<file path="config.mk">
export PLATFORM = sky130hd
export DESIGN_NAME = seqlock_flat
export DESIGN_NICKNAME = d
export VERILOG_FILES = /design/src/rtl/seqlock_pkg.sv /design/src/rtl/seqlock_if.sv /design/src/rtl/seqlock_tenkey_enc.sv /design/src/rtl/seqlock.sv /design/src/flat_wrapper.sv
export SDC_FILE = /design/constraint.sdc
export NUM_CORES = 1
export LEC_CHECK = 0
export BUFFER_PORTS_ARGS = -buffer_cell sky130_fd_sc_hd__buf_4
export CAP_MARGIN = 20
export CORE_ASPECT_RATIO = 1.75
export CORE_MARGIN = 4
export CORE_UTILIZATION = 35
export DETAILED_ROUTE_END_ITERATION = 12
export PLACE_DENSITY = 0.57
export SLEW_MARGIN = 20
export SYNTH_ARGS = -nofsm -noshare
export SYNTH_HDL_FRONTEND = slang
export SYNTH_HIERARCHICAL = 1
export SYNTH_SLANG_ARGS = --single-unit
</file>
<file path="constraint.sdc">
create_clock -name clk -period 4.6 [get_ports clk]
set_clock_uncertainty 0.2 [all_clocks]
set_input_delay 0.69 -clock clk [delete_from_list [all_inputs] [get_ports clk]]
set_output_delay 0.69 -clock clk [all_outputs]
set_load 0.03 [all_outputs]
</file>
<file path="src/rtl/seqlock_pkg.sv">
// Shared types and keypad helpers for the multi-digit sequence lock.
package seqlock_pkg;

  typedef enum logic [1:0] {
    IDLE    = 2'd0,
    ENTRY   = 2'd1,
    OPEN    = 2'd2,
    LOCKOUT = 2'd3
  } state_e;

  function automatic logic is_onehot(input logic [9:0] v);
    logic [3:0] n;
    n = '0;
    for (int i = 0; i < 10; i++) begin
      n = n + {3'b000, v[i]};
    end
    return n == 4'd1;
  endfunction

  function automatic logic [3:0] keyenc(input logic [9:0] v);
    logic [3:0] d;
    d = '0;
    for (int i = 0; i < 10; i++) begin
      if (v[i]) d = 4'(i);
    end
    return d;
  endfunction

endpackage

</file>
<file path="src/rtl/seqlock_if.sv">
// Keypad/actuator bundle between scanner, lock core and door driver.
interface seqlock_if #(
  parameter int unsigned DIGITS = 4
);
  logic [9:0]                     tenkey;
  logic                           close;
  logic                           lock;
  logic                           alarm;
  logic                           err;
  logic [$clog2(DIGITS+1)-1:0]    digits;

  modport master (output tenkey, output close, input lock, input alarm, input err, input digits);
  modport slave  (input tenkey, input close, output lock, output alarm, output err, output digits);
endinterface

</file>
<file path="src/rtl/seqlock_tenkey_enc.sv">
// Two-stage keypad sampler producing one event per clean single-key press.
module tenkey_enc
  import seqlock_pkg::*;
(
  input  logic       clk,
  input  logic       rst,
  input  logic [9:0] tenkey,
  output logic       ev,
  output logic [3:0] dig
);

  logic [9:0] r_t_q;
  logic [9:0] r_t_p;

  // t_p stays all-ones after reset until the keypad is seen released, so a key
  // held through reset release never yields an event.
  always_ff @(posedge clk or posedge rst) begin
    if (rst) begin
      r_t_q <= '0;
      r_t_p <= '1;
    end else begin
      r_t_q <= tenkey;
      r_t_p <= ((&r_t_p) && (|tenkey)) ? '1 : r_t_q;
    end
  end

  assign ev  = is_onehot(r_t_q) && (r_t_p == '0);
  assign dig = keyenc(r_t_q);

endmodule

</file>
<file path="src/rtl/seqlock.sv">
// Multi-digit code lock: entry shift register, comparator, fail counter, shared timer.
module seqlock
  import seqlock_pkg::*;
#(
  parameter int unsigned         DIGITS         = 4,
  parameter logic [4*DIGITS-1:0] SECRET         = 16'h1234,
  parameter int unsigned         MAX_FAIL       = 3,
  parameter int unsigned         TIMEOUT_CYCLES = 1000,
  parameter int unsigned         LOCKOUT_CYCLES = 5000
) (
  input  logic       clk,
  input  logic       rst,
  seqlock_if.slave   bus
);

  localparam int unsigned W    = 4 * DIGITS;
  localparam int unsigned DW   = $clog2(DIGITS + 1);
  localparam int unsigned FW   = $clog2(MAX_FAIL + 1);
  localparam int unsigned TMAX = (TIMEOUT_CYCLES > LOCKOUT_CYCLES) ? TIMEOUT_CYCLES
                                                                  : LOCKOUT_CYCLES;
  localparam int unsigned TW   = $clog2(TMAX + 1);

  localparam logic [1:0] S_IDLE    = 2'(IDLE);
  localparam logic [1:0] S_ENTRY   = 2'(ENTRY);
  localparam logic [1:0] S_OPEN    = 2'(OPEN);
  localparam logic [1:0] S_LOCKOUT = 2'(LOCKOUT);

  logic          w_ev;
  logic [3:0]    w_dig;

  logic [1:0]    r_state, w_state_d;
  logic [W-1:0]  r_entry, w_entry_d;
  logic [DW-1:0] r_digits, w_digits_d;
  logic [FW-1:0] r_fail, w_fail_d;
  logic [TW-1:0] r_timer, w_timer_d;
  logic          r_err, w_err_d;

  logic [W-1:0]  w_shift;
  logic [DW-1:0] w_cnt;
  logic [FW-1:0] w_fail_inc;
  logic [TW-1:0] w_timer_inc;

  tenkey_enc u_enc (
    .clk    (clk),
    .rst    (rst),
    .tenkey (bus.tenkey),
    .ev     (w_ev),
    .dig    (w_dig)
  );

  // A fresh attempt starts from an empty entry, so the first digit lands alone.
  assign w_shift     = (((r_state == S_IDLE) ? '0 : r_entry) << 4) | W'(w_dig);
  assign w_cnt       = (r_state == S_IDLE) ? DW'(1) : r_digits + DW'(1);
  assign w_fail_inc  = (r_fail == FW'(MAX_FAIL)) ? r_fail : r_fail + FW'(1);
  assign w_timer_inc = r_timer + TW'(1);

  always_comb begin
    w_state_d  = r_state;
    w_entry_d  = r_entry;
    w_digits_d = r_digits;
    w_fail_d   = r_fail;
    w_timer_d  = r_timer;
    w_err_d    = 1'b0;
    case (r_state)
      S_IDLE, S_ENTRY: begin
        if (w_ev) begin
          w_entry_d = w_shift;
          w_timer_d = '0;
          if (w_cnt == DW'(DIGITS)) begin
            w_digits_d = '0;
            if (w_shift == SECRET) begin
              w_state_d = S_OPEN;
              w_fail_d  = '0;
            end else begin
              w_err_d   = 1'b1;
              w_fail_d  = w_fail_inc;
              w_state_d = (w_fail_inc == FW'(MAX_FAIL)) ? S_LOCKOUT : S_IDLE;
            end
          end else begin
            w_digits_d = w_cnt;
            w_state_d  = S_ENTRY;
          end
        end else if (r_state == S_ENTRY) begin
          if (w_timer_inc == TW'(TIMEOUT_CYCLES)) begin
            w_state_d  = S_IDLE;
            w_digits_d = '0;
            w_timer_d  = '0;
          end else begin
            w_timer_d = w_timer_inc;
          end
        end
      end
      S_OPEN: begin
        if (bus.close) w_state_d = S_IDLE;
      end
      S_LOCKOUT: begin
        if (w_timer_inc == TW'(LOCKOUT_CYCLES)) begin
          w_state_d = S_IDLE;
          w_fail_d  = '0;
          w_timer_d = '0;
        end else begin
          w_timer_d = w_timer_inc;
        end
      end
      default: w_state_d = S_IDLE;
    endcase
  end

  always_ff @(posedge clk or posedge rst) begin
    if (rst) begin
      r_state  <= S_IDLE;
      r_entry  <= '0;
      r_digits <= '0;
      r_fail   <= '0;
      r_timer  <= '0;
      r_err    <= 1'b0;
    end else begin
      r_state  <= w_state_d;
      r_entry  <= w_entry_d;
      r_digits <= w_digits_d;
      r_fail   <= w_fail_d;
      r_timer  <= w_timer_d;
      r_err    <= w_err_d;
    end
  end

  assign bus.lock   = (r_state != S_OPEN);
  assign bus.alarm  = (r_state == S_LOCKOUT);
  assign bus.err    = r_err;
  assign bus.digits = r_digits;

endmodule

</file>
<file path="src/flat_wrapper.sv">
// flat-port wrapper written by rule: the top's interface ports become plain ports
module seqlock_flat import seqlock_pkg::*;
#(
  parameter int unsigned         DIGITS         = 4,
  parameter logic [4*DIGITS-1:0] SECRET         = 16'h1234,
  parameter int unsigned         MAX_FAIL       = 3,
  parameter int unsigned         TIMEOUT_CYCLES = 1000,
  parameter int unsigned         LOCKOUT_CYCLES = 5000
)
  (clk, rst, bus_tenkey, bus_close, bus_lock, bus_alarm, bus_err, bus_digits);
  seqlock_if #(.DIGITS(DIGITS)) bus_i ();
  input  logic clk;
  input  logic rst;
  input wire logic [$bits(bus_i.tenkey)-1:0] bus_tenkey;
  input wire logic [$bits(bus_i.close)-1:0] bus_close;
  output wire logic [$bits(bus_i.lock)-1:0] bus_lock;
  output wire logic [$bits(bus_i.alarm)-1:0] bus_alarm;
  output wire logic [$bits(bus_i.err)-1:0] bus_err;
  output wire logic [$bits(bus_i.digits)-1:0] bus_digits;
  assign bus_i.tenkey = bus_tenkey;
  assign bus_i.close = bus_close;
  assign bus_lock = bus_i.lock;
  assign bus_alarm = bus_i.alarm;
  assign bus_err = bus_i.err;
  assign bus_digits = bus_i.digits;
  seqlock #(.DIGITS(DIGITS), .SECRET(SECRET), .MAX_FAIL(MAX_FAIL), .TIMEOUT_CYCLES(TIMEOUT_CYCLES), .LOCKOUT_CYCLES(LOCKOUT_CYCLES)) u_core (.clk(clk), .rst(rst), .bus(bus_i));
endmodule
</file>
==> run summary, run 1 <==
Worst-skew pair later-pin latency = 300 ps
PortBufs = 18
GRT overflow = 0
Remaining antenna violation count after routing = 0
Via count = 2355
CTS tree = yes
Critical path endpoint = u_core/bus.digits[2]
Most common flop cell mapped by yosys = dfrtp_1
Period utilisation layout = 94.6%
Wire per inst = 16.7 um
Row count = 43
Initial drt markers = 106
Hold Buf Count CTS = 0
F_max = 230 MHz
Placer Congestion = 0.881
Area grow syn2layout = 15.8%
Critical Path AT = 4400 ps
Layout cells sized above 1 = 18.7%
H-tree depth = 2
Hold Crit Class = flip-flop to flip-flop
CP Launch Type = flip-flop
Max_slew headroom = 51.5%
FFs w/ async S/R, synth = 100%
N_diodes = 0
Die area = 9730 um^2
Place WS = 27.1 ps
Chip width = 76.3 um
I/O pins = 19
RR Endpoint = u_core/bus.digits[2]
CP startpoint = u_core/u_enc/r_t_q[1]
Via density = 5.59
Initial core utilization = 35.9%
Max-slew violation count = 0
# Max-Cap Violations = 0
CP Capture Type = flip-flop
Post-synth EDFFs = 0
CTS sink cnt = 53
Outcome = finished clean
Detailed Place HPWL = 5420 um
Final Hold Fails = 0
Initial antenna violation count = 0
Syn nets = 328
GRT Total Usage = 15.3%
CTS Root Cell = clkbuf_16
Reg2reg setup slack = 250 ps
Routed WL = 7040 um
RSZ-0062 raised after global routing = false
Yosys warnings = 6
Finish-stage setup viols = 0
First-pass GRT wire length = 11600 um
Largest net degree at the start of global routing = 34
Static leakage = 1.50 nW
Reg2reg start = u_core/u_enc/r_t_q[1]
Number of remaining DRC errors = 0
Setup TNS Final = 0 ps
Die height = 128 um
Fillers = 818
Drt pass-1 iters = 4
Post-route minimum period = 4350 ps
Worst ir drop on vdd = 0.199 mV
Mapped Avg Cell Area = 9.37 um^2
Clock Tree Buf Depth = 2
R2R depth = 18
Cell area after synthesis = 2860 um^2
Total power = 1.00 mW
Critical path class = flip-flop to flip-flop
Max Fanout on Critical Path = 5
Synth cell types = 60
Final worst setup slack = 248 ps
Seq cells post-synth = 53
Reg clk slew, reported paths = 80 ps
Core area = 7960 um^2
Vias in the first global route = 2409
Mapped Cells = 305
Pwr Density = 302 nW/um^2
CTS Buf Count = 5
WP data required = 4650 ps
Nets = 353
Worst slew pin tran = 726 ps
Register area share after synthesis = 46.8%
## critical path, stage by stage, from the launching register on
cell and delay, ps:
dfrtp_1 410, fa_1 530, fa_1 520, inv_1 50
fa_1 420, inv_1 70, ha_2 180, inv_1 50
fa_1 490, nand2_1 70, nor3_2 110, nand3_1 100
nor2_2 140, inv_2 80, nor2_4 120, buf_4 130
a41oi_2 50, or4b_1 510, nand2_1 70
## cells by family (layout without fill, tap and decap cells)
kind of cell,count (synthesis),in the layout,share of synthesized area (%)
xor+xnor,4,4,1.23
mux,2,2,0.744
simple gates,150,150,26.1
fa+ha+maj,10,10,5.95
compound gates,59,59,15.3
flops,53,53,46.8
buf+inv,27,53,3.81
## repair_timing
| action | CTS | global route |
|---|---|---|
| buffers inserted | 0 | 3 |
| resized for setup | 0 | 8 |
| setup endpoints to repair | 0 | 8 |
## flip-flops by register name, summed over array words and instances (netlist names)
name,flops
u_core/bus.err,1
u_core/u_enc/r_t_q,10
u_core/r_fail,2
u_core/r_state,2
u_core/u_enc/r_t_p,10
u_core/r_entry,12
u_core/bus.digits,3
u_core/r_timer,13
## cell usage after synthesis (3+ instances only)
library cell,number,area [um^2]
o21ai_1,8,40.0
a211oi_1,5,37.5
and2_1,3,18.8
dfstp_2,10,263
a31oi_1,6,37.5
nor2_1,24,90.1
nand2b_1,11,68.8
or3_1,3,18.8
nand2_1,56,210
dfrtp_1,43,1080
nand4_1,5,31.3
nor4_1,3,18.8
nor3_1,4,20.0
inv_1,17,63.8
xnor2_1,3,26.3
a21oi_1,12,60.1
ha_1,4,50.1
fa_1,6,120
nand3_1,22,110
o21ai_0,6,30.0
clkbuf_1,5,18.8
## per-layer routing
| layer | wire [um] | GRT usage, % |
|---|---|---|
| met5 | 0 | 0 |
| met3 | 220 | 2.75 |
| met1 | 2510 | 15.0 |
| met4 | 297 | 9.28 |
| met2 | 4020 | 29.4 |
## area by class of cell
cell class	count	area (um^2)	area share, %
flip-flops and latches	53	1340	40.5
well taps	90	113	3.40
inverters	18	67.6	2.04
clock buffers	5	125	3.78
multi-input cells	225	1430	43.3
repair buffers	27	203	6.12
clock inverters	3	28.8	0.870
## where the power goes
part / switching (mW) / internal, mW
combinational: 0.0602 / 0.0467
clock: 0.184 / 0.209
sequential: 0.0171 / 0.484
## placed cells by master, fill, tap and decap left out, types with 8 or more instances in the layout
| cell | count |
|---|---|
| dfrtp_1 | 43 |
| a21oi_1 | 12 |
| nand2b_1 | 11 |
| o21ai_1 | 8 |
| nand3_1 | 22 |
| inv_1 | 16 |
| nand2_1 | 56 |
| dfstp_2 | 10 |
| buf_4 | 27 |
| nor2_1 | 22 |
## per-stage QoR
| step | utilization (%) | area [um^2] | std cells | hold WS (ps) |
|---|---|---|---|---|
| floorplan | - | 2860 | 305 | 231 |
| global placement | 39.0 | 3110 | 410 | 241 |
| detailed placement | 39.0 | 3110 | 410 | 254 |
| CTS | 41.0 | 3260 | 418 | 269 |
| global route | 41.6 | 3310 | 421 | 286 |
| finish | 41.6 | 3310 | 421 | 267 |
## worst min path at each step
stage / from / slack [ps] / cells after the start / endpoint
floorplan: u_core/r_entry[8] / 230 / 2 / u_core/r_entry[8]
global placement: u_core/r_entry[8] / 240 / 2 / u_core/r_entry[8]
detailed placement: u_core/r_entry[8] / 250 / 2 / u_core/r_entry[8]
CTS: u_core/r_entry[8] / 270 / 2 / u_core/r_entry[8]
global route: bus_tenkey[1] / 290 / 1 / u_core/u_enc/r_t_q[1]
finish: u_core/r_entry[8] / 270 / 2 / u_core/r_entry[8]
Power figures use the tool's default switching activity.
==> run 2, diff against run 1 <==
--- a/config.mk
+++ b/config.mk
@@ -5,13 +5,14 @@
 export SDC_FILE = /design/constraint.sdc
 export NUM_CORES = 1
 export LEC_CHECK = 0
-export BUFFER_PORTS_ARGS = -buffer_cell sky130_fd_sc_hd__buf_4
+export BUFFER_PORTS_ARGS = -buffer_cell sky130_fd_sc_hd__buf_2
 export CAP_MARGIN = 20
 export CORE_ASPECT_RATIO = 1.75
 export CORE_MARGIN = 4
 export CORE_UTILIZATION = 35
+export CTS_BUF_LIST = sky130_fd_sc_hd__clkbuf_4
 export DETAILED_ROUTE_END_ITERATION = 12
-export PLACE_DENSITY = 0.57
+export PLACE_DENSITY = 0.55
 export SLEW_MARGIN = 20
 export SYNTH_ARGS = -nofsm -noshare
 export SYNTH_HDL_FRONTEND = slang
==> constraint.sdc (replaced) <==
create_clock -name clk -period 4.2 [get_ports clk]
set_clock_uncertainty 0.2 [all_clocks]
set_input_delay 0.63 -clock clk [delete_from_list [all_inputs] [get_ports clk]]
set_output_delay 0.63 -clock clk [all_outputs]
set_load 0.03 [all_outputs]
==> run 2 against run 1 <==
The flow now finishes with violations (setup timing). Fmax down 1.5%. Count of clock-buffer cells in the layout rose by 1. Register-to-register slack got worse by 470 ps. Die area unchanged. Largest cell class unchanged.
==> run summary, run 2 (synthesized netlist as in run 1, its figures left out) <==
Routed WL = 7440 um (+5.7%)
Initial antenna violation count = 0 (unchanged)
First-pass GRT wire length = 12100 um (+3.7%)
Most frequent cells in the layout = nand2_1 (46), dfrtp_1 (43), buf_2 (18), nor2_1 (17), buf_4 (16)
CTS Root Cell = clkbuf_4
Detailed Place HPWL = 5380 um (-0.79%)
Remaining antenna violation count after routing = 0 (unchanged)
Finish-stage setup viols = 28 (+28)
Most used cell, CP = fa_1
Pwr Density = 275 nW/um^2 (-9.1%)
F_max = 226 MHz (-1.5%)
Most flops, register = u_core/r_timer
N_diodes = 0 (unchanged)
CTS Buf Count = 5 (unchanged)
PortBufs = 18 (unchanged)
Max-slew violation count = 0 (unchanged)
Critical path class = flip-flop to flip-flop
Final worst setup slack = -217 ps (-465 ps)
Worst slew pin tran = 743 ps (+16.9 ps)
Hold Crit Class = primary input to async pin
I/O pins = 19 (unchanged)
Max Fanout on Critical Path = 3 (-2)
Static leakage = 1.62 nW (+8.4%)
Placer Congestion = 0.857 (-2.7%)
Failing checks = setup timing
WP data required = 4330 ps (-320 ps)
Post-placement cell count = 421 (+2.7%)
Max_slew headroom = 50.4% (-1.1 points)
Die area = 9730 um^2 (unchanged)
RSZ-0062 raised after global routing = true
Final Non-Filler Cells = 439 (+4.3%)
Critical Path AT = 4540 ps (+140 ps)
Drt pass-1 iters = 4 (unchanged)
Via density = 5.57 (-0.35%)
Final Hold Fails = 0 (unchanged)
Row count = 43 (unchanged)
Period utilisation layout = 105% (+11 points)
Via count = 2447 (+3.9%)
CP Launch Type = flip-flop
Worst ir drop on vdd = 0.203 mV (+2.1%)
Initial drt markers = 110 (+3.8%)
Outcome = finished, violations left
Commonest non-fill, non-tap cell in the layout = nand2_1
Area grow syn2layout = 25.3%
CTS sink cnt = 53 (unchanged)
Largest net degree at the start of global routing = 34 (unchanged)
# Max-Cap Violations = 0 (unchanged)
Number of remaining DRC errors = 0 (unchanged)
H-tree depth = 2 (unchanged)
Max stage delay on crit path = 520 ps (about the same)
Final Util = 45.0% (+3.4 points)
Initial core utilization = 35.9% (unchanged)
Reg2reg setup slack = -220 ps (-470 ps)
Chip width = 76.3 um (unchanged)
Nets = 371 (+5.1%)
Clock Tree Buf Depth = 2 (unchanged)
Wire per inst = 16.9 um (+1.3%)
Max FFs per register = 13 (unchanged)
Place WS = -183 ps (-210 ps)
Worst-skew pair later-pin latency = 380 ps (+80 ps)
CTS tree = yes
CP Capture Type = flip-flop
Die height = 128 um (unchanged)
Core area = 7960 um^2 (unchanged)
Top flop regs = u_core/r_timer: 13 flops, u_core/r_entry: 12 flops
WHS = 134 ps (-133 ps)
Layout cells sized above 1 = 33.0% (+14 points)
Hold Buf Count CTS = 0 (unchanged)
Vias in the first global route = 2553 (+6.0%)
Reg clk slew, reported paths = 150 ps (+70 ps)
Post-route minimum period = 4420 ps (+65.3 ps)
GRT Total Usage = 15.9% (+0.55 points)
GRT overflow = 0 (unchanged)
Critical-path cell list = fa_1, fa_1, inv_1, fa_1, inv_1, ha_2, inv_2, fa_2, nand2_2, nor3_4, nand3_2, nor2_4, inv_4, nor2_4, a41oi_2, or4b_1, nand2_1
Slowest CP cell = fa_1
-- run 2: cell count changes in the layout (fill, tap and decap cells not counted), moves of 3 or more --
cell       delta
clkbuf_4      +6
nor2_1        -5
buf_4        -11
nand3_2       +5
nand2_1      -10
clkbuf_16     -4
buf_6         +8
nand2_4       +3
buf_2        +18
nand2_2       +7
nand3_1       -7
nor2_4        +4
-- run 2: repair_timing --
| action | CTS | global route |
|---|---|---|
| endpoints found under the setup margin | 17 | 33 |
| cloned | 0 | 2 |
| buffers inserted | 4 | 4 |
| resized for setup | 10 | 52 |
| pin swaps | 9 | 28 |
-- run 2: through the flow --
stage	TNS (ps)	power, mW	area [um^2]
detailed placement	-1290	0.681	3180
global placement	-202	0.671	3180
floorplan	0	0.633	2870
finish	-2240	0.985	3580
CTS	-826	0.983	3320
global route	-7790	1.04	3580
-- run 2: path summary, 6_finish.rpt --
| kind | from | end | cells past startpoint |
|---|---|---|---|
| worst max-delay path | u_core/u_enc/r_t_q[9] | u_core/bus.digits[2] | 17 |
| worst min-delay path | rst | u_core/r_timer[7] | 3 |
| worst max register to register | u_core/u_enc/r_t_q[9] | u_core/bus.digits[2] | 17 |
| worst min register to register | u_core/r_entry[11] | u_core/r_entry[11] | 2 |
| max in group asynchronous | rst | u_core/u_enc/r_t_q[2] | 2 |
| min in group clk | bus_tenkey[6] | u_core/u_enc/r_t_q[6] | 1 |
-- run 2: metal layers --
metal | up-vias | GRT usage (%) | share of wire, %
met5 | - | 0 | 0
met2 | 54 | 30.5 | 57
met1 | 1210 | 15.7 | 36
met4 | 0 | 9.18 | 4.2
met3 | 24 | 2.75 | 2.9
li1 | 1159 | - | -
-- run 2: worst max-delay path: cells and delay by family, from the launching register on --
kind                     cells  cell delay, ps
adder cells (fa/ha/maj)      5            2160
AND/OR/NAND/NOR              7            1280
flip-flops                   1             430
buffers and inverters        4             220
AO/OA/AOI/OAI                1              60
-- run 2: report_power, final --
group | switching (mW) | internal [mW]
clock network | 0.162 | 0.131
logic | 0.0797 | 0.0640
registers | 0.0188 | 0.530
-- run 2: cell type report --
type                            count  area [um^2]
Multi-Input combinational cell    225         1620
Clock inverter                      2         33.8
Sequential cell                    53         1340
Fill cell                         796         4380
Timing Repair Buffer               45          360
Tap cell                           90          113
Clock buffer                        6         45.0
Inverter                           18         70.1
==> run 3, diff against run 2 <==
--- a/config.mk
+++ b/config.mk
@@ -7,12 +7,12 @@
 export LEC_CHECK = 0
 export BUFFER_PORTS_ARGS = -buffer_cell sky130_fd_sc_hd__buf_2
 export CAP_MARGIN = 20
-export CORE_ASPECT_RATIO = 1.75
+export CORE_ASPECT_RATIO = 2
 export CORE_MARGIN = 4
 export CORE_UTILIZATION = 35
 export CTS_BUF_LIST = sky130_fd_sc_hd__clkbuf_4
 export DETAILED_ROUTE_END_ITERATION = 12
-export PLACE_DENSITY = 0.55
+export PLACE_DENSITY = 0.6
 export SLEW_MARGIN = 20
 export SYNTH_ARGS = -nofsm -noshare
 export SYNTH_HDL_FRONTEND = slang
==> run 3 against run 2 <==
The flow still finishes with violations (setup timing). Sequential cell count unchanged. Routed wire length decreased by 4.7%. Via count down 0.57%. Power decreased by 5.7%. Worst setup slack better by 160 ps. First-iteration DRC count increased by 20%. Largest cell class unchanged. Critical path type unchanged. Cell area fell by 5.9%. Core utilization decreased by 2.5 points. Fmax rose by 3.7%.
==> run summary, run 3 (synthesized netlist as in run 1, its figures left out) <==
Worst-skew pair later-pin latency = 400 ps (+20 ps)
Wire per inst = 16.1 um (-4.9%)
Via count = 2433 (-0.57%)
Clock Power Share = 27.1% (-2.6 points)
Clock Tree Buf Depth = 2 (unchanged)
Setup TNS Final = -94.1 ps (+2150 ps)
Largest net degree at the start of global routing = 34 (unchanged)
GRT Total Usage = 15.6% (-0.28 points)
GRT overflow = 0 (unchanged)
Switching Fraction = 29.0% (+2.6 points)
Vias in the first global route = 2549 (-0.16%)
Max FFs per register = 13 (unchanged)
I/O pins = 19 (unchanged)
Period utilisation layout = 101% (-3.8 points)
Initial core utilization = 36.0% (+0.090 points)
Routed WL = 7090 um (-4.7%)
RSZ-0062 raised after global routing = true
Top flop regs = u_core/r_timer: 13 flops, u_core/r_entry: 12 flops
Hold Buf Count CTS = 0 (unchanged)
Worst ir drop on vdd = 0.226 mV (+11%)
Via density = 5.53 (-0.80%)
Final Hold Fails = 0 (unchanged)
Max Fanout on Critical Path = 4 (+1)
Proportion of power drawn by flip-flops and latches = 59.1% (+3.4 points)
F_max = 235 MHz (+3.7%)
Finish-stage setup viols = 3 (-89%)
N_diodes = 0 (unchanged)
CTS Buf Count = 5 (unchanged)
Chip width = 71.9 um (-5.8%)
Total power = 0.928 mW (-5.7%)
PortBufs = 18 (unchanged)
Drt pass-1 iters = 4 (unchanged)
Final instance area = 3370 um^2 (-5.9%)
Row count = 46 (+7.0%)
Commonest non-fill, non-tap cell in the layout = nand2_1
R2R depth = 17 (unchanged)
Placer Congestion = 0.870 (+1.5%)
Number of remaining DRC errors = 0 (unchanged)
Initial drt markers = 132 (+20%)
Internal power = 0.659 mW (-9.0%)
CTS sink cnt = 53 (unchanged)
Post-Place Cell Area = 3160 um^2 (-0.39%)
Final worst setup slack = -57.7 ps (+159 ps)
Failing checks = setup timing
Post-placement cell count = 426 (+1.2%)
Final Non-Filler Cells = 440 (+0.23%)
Pwr Density = 275 nW/um^2 (+0.18%)
Core area = 7940 um^2 (-0.25%)
Die height = 136 um (+6.5%)
Die area = 9760 um^2 (+0.32%)
Most flops, register = u_core/r_timer
CP Capture Type = flip-flop
WP data required = 4350 ps (+20 ps)
Nets = 366 (-1.3%)
Hold Crit Class = primary input to async pin
Worst slew pin tran = 778 ps (+34.5 ps)
First-pass GRT wire length = 11800 um (-2.5%)
# Max-Cap Violations = 0 (unchanged)
Layout cells sized above 1 = 26.5% (-6.5 points)
CTS tree = yes
Max-slew violation count = 0 (unchanged)
Fillers = 803 (+0.88%)
CTS Root Cell = clkbuf_4
Critical Path AT = 4410 ps (-130 ps)
Initial antenna violation count = 0 (unchanged)
Critical path class = flip-flop to flip-flop
Remaining antenna violation count after routing = 0 (unchanged)
CP Launch Type = flip-flop
Psw = 0.269 mW (+3.4%)
Combinational power share = 13.8% (-0.8 points)
H-tree depth = 2 (unchanged)
Most frequent cells in the layout = nand2_1 (52), dfrtp_1 (43), nand3_1 (21), nor2_1 (19), buf_2 (18)
Area grow syn2layout = 17.9%
Post-route minimum period = 4260 ps (-159 ps)
Max_slew headroom = 48.1% (-2.4 points)
Outcome = finished, violations left
Detailed Place HPWL = 5380 um (about the same)
Static leakage = 1.52 nW (-6.4%)
Reg clk slew, reported paths = 170 ps (+20 ps)
Place WS = -77.5 ps (+105 ps)
[run 3: final timing paths]
| check | from | end | slack [ps] |
|---|---|---|---|
| max | u_core/u_enc/r_t_q[0] | u_core/bus.digits[2] | -60 |
| min | rst | u_core/r_entry[0] | 110 |
| max reg2reg | u_core/u_enc/r_t_q[0] | u_core/bus.digits[2] | -60 |
| min reg2reg | u_core/r_entry[0] | u_core/r_entry[0] | 290 |
| max in group asynchronous | rst | u_core/u_enc/r_t_q[3] | 3250 |
| min in group clk | bus_tenkey[1] | u_core/u_enc/r_t_q[1] | 130 |
[run 3: final cells by class]
class                      count  area, um^2  area share [%]
clock buffer                   5        37.5            1.11
clock inverter                 3        26.3           0.780
inverter                      18        67.6            2.01
multi-input combinational    225        1500            44.6
sequential                    53        1340            39.7
tap                           96         120            3.56
timing repair buffer          40         278            8.24
[run 3: power groups by stage]
stage	registers [mW]	clock network [mW]	logic, mW
final	0.548	0.252	0.128
after global routing	0.551	0.284	0.151
after CTS	0.548	0.263	0.118
after detailed placement	0.557	0	0.116
after global placement	0.557	0	0.111
after floorplan	0.553	0	0.0807
[run 3: critical path: stages (launching register included)]
cell and delay (ps):
dfrtp_1 430, fa_1 530, fa_1 520, inv_1 50, fa_1 420, inv_1 70, ha_2 170, inv_2 40
fa_2 520, nand2_2 50, nor3_2 110, nand3_1 120, nor2_2 140, inv_2 80, nor2_4 140, a41oi_2 60
or4b_1 500, nand2_1 70
[run 3: what timing repair did]
item,in CTS,in global routing
resized for setup,1,27
setup endpoints to repair,7,33
buffers inserted,3,4
gates cloned,0,1
pin swaps,6,7
[run 3: through the flow]
| stage | utilization, % | hold slack, ps |
|---|---|---|
| after floorplan | - | 231 |
| after global placement | 39.8 | 251 |
| after detailed placement | 39.8 | 257 |
| after CTS | 40.9 | 105 |
| after global routing | 42.4 | 99.4 |
| final | 42.4 | 108 |
[run 3: routing by layer]
metal / track usage (%) / up-vias / wire (um)
met3: 2.08 / 27 / 252
li1: - / 1149 / -
met2: 30.3 / 78 / 4130
met5: 0 / - / 0
met1: 15.2 / 1179 / 2430
met4: 8.37 / 0 / 278
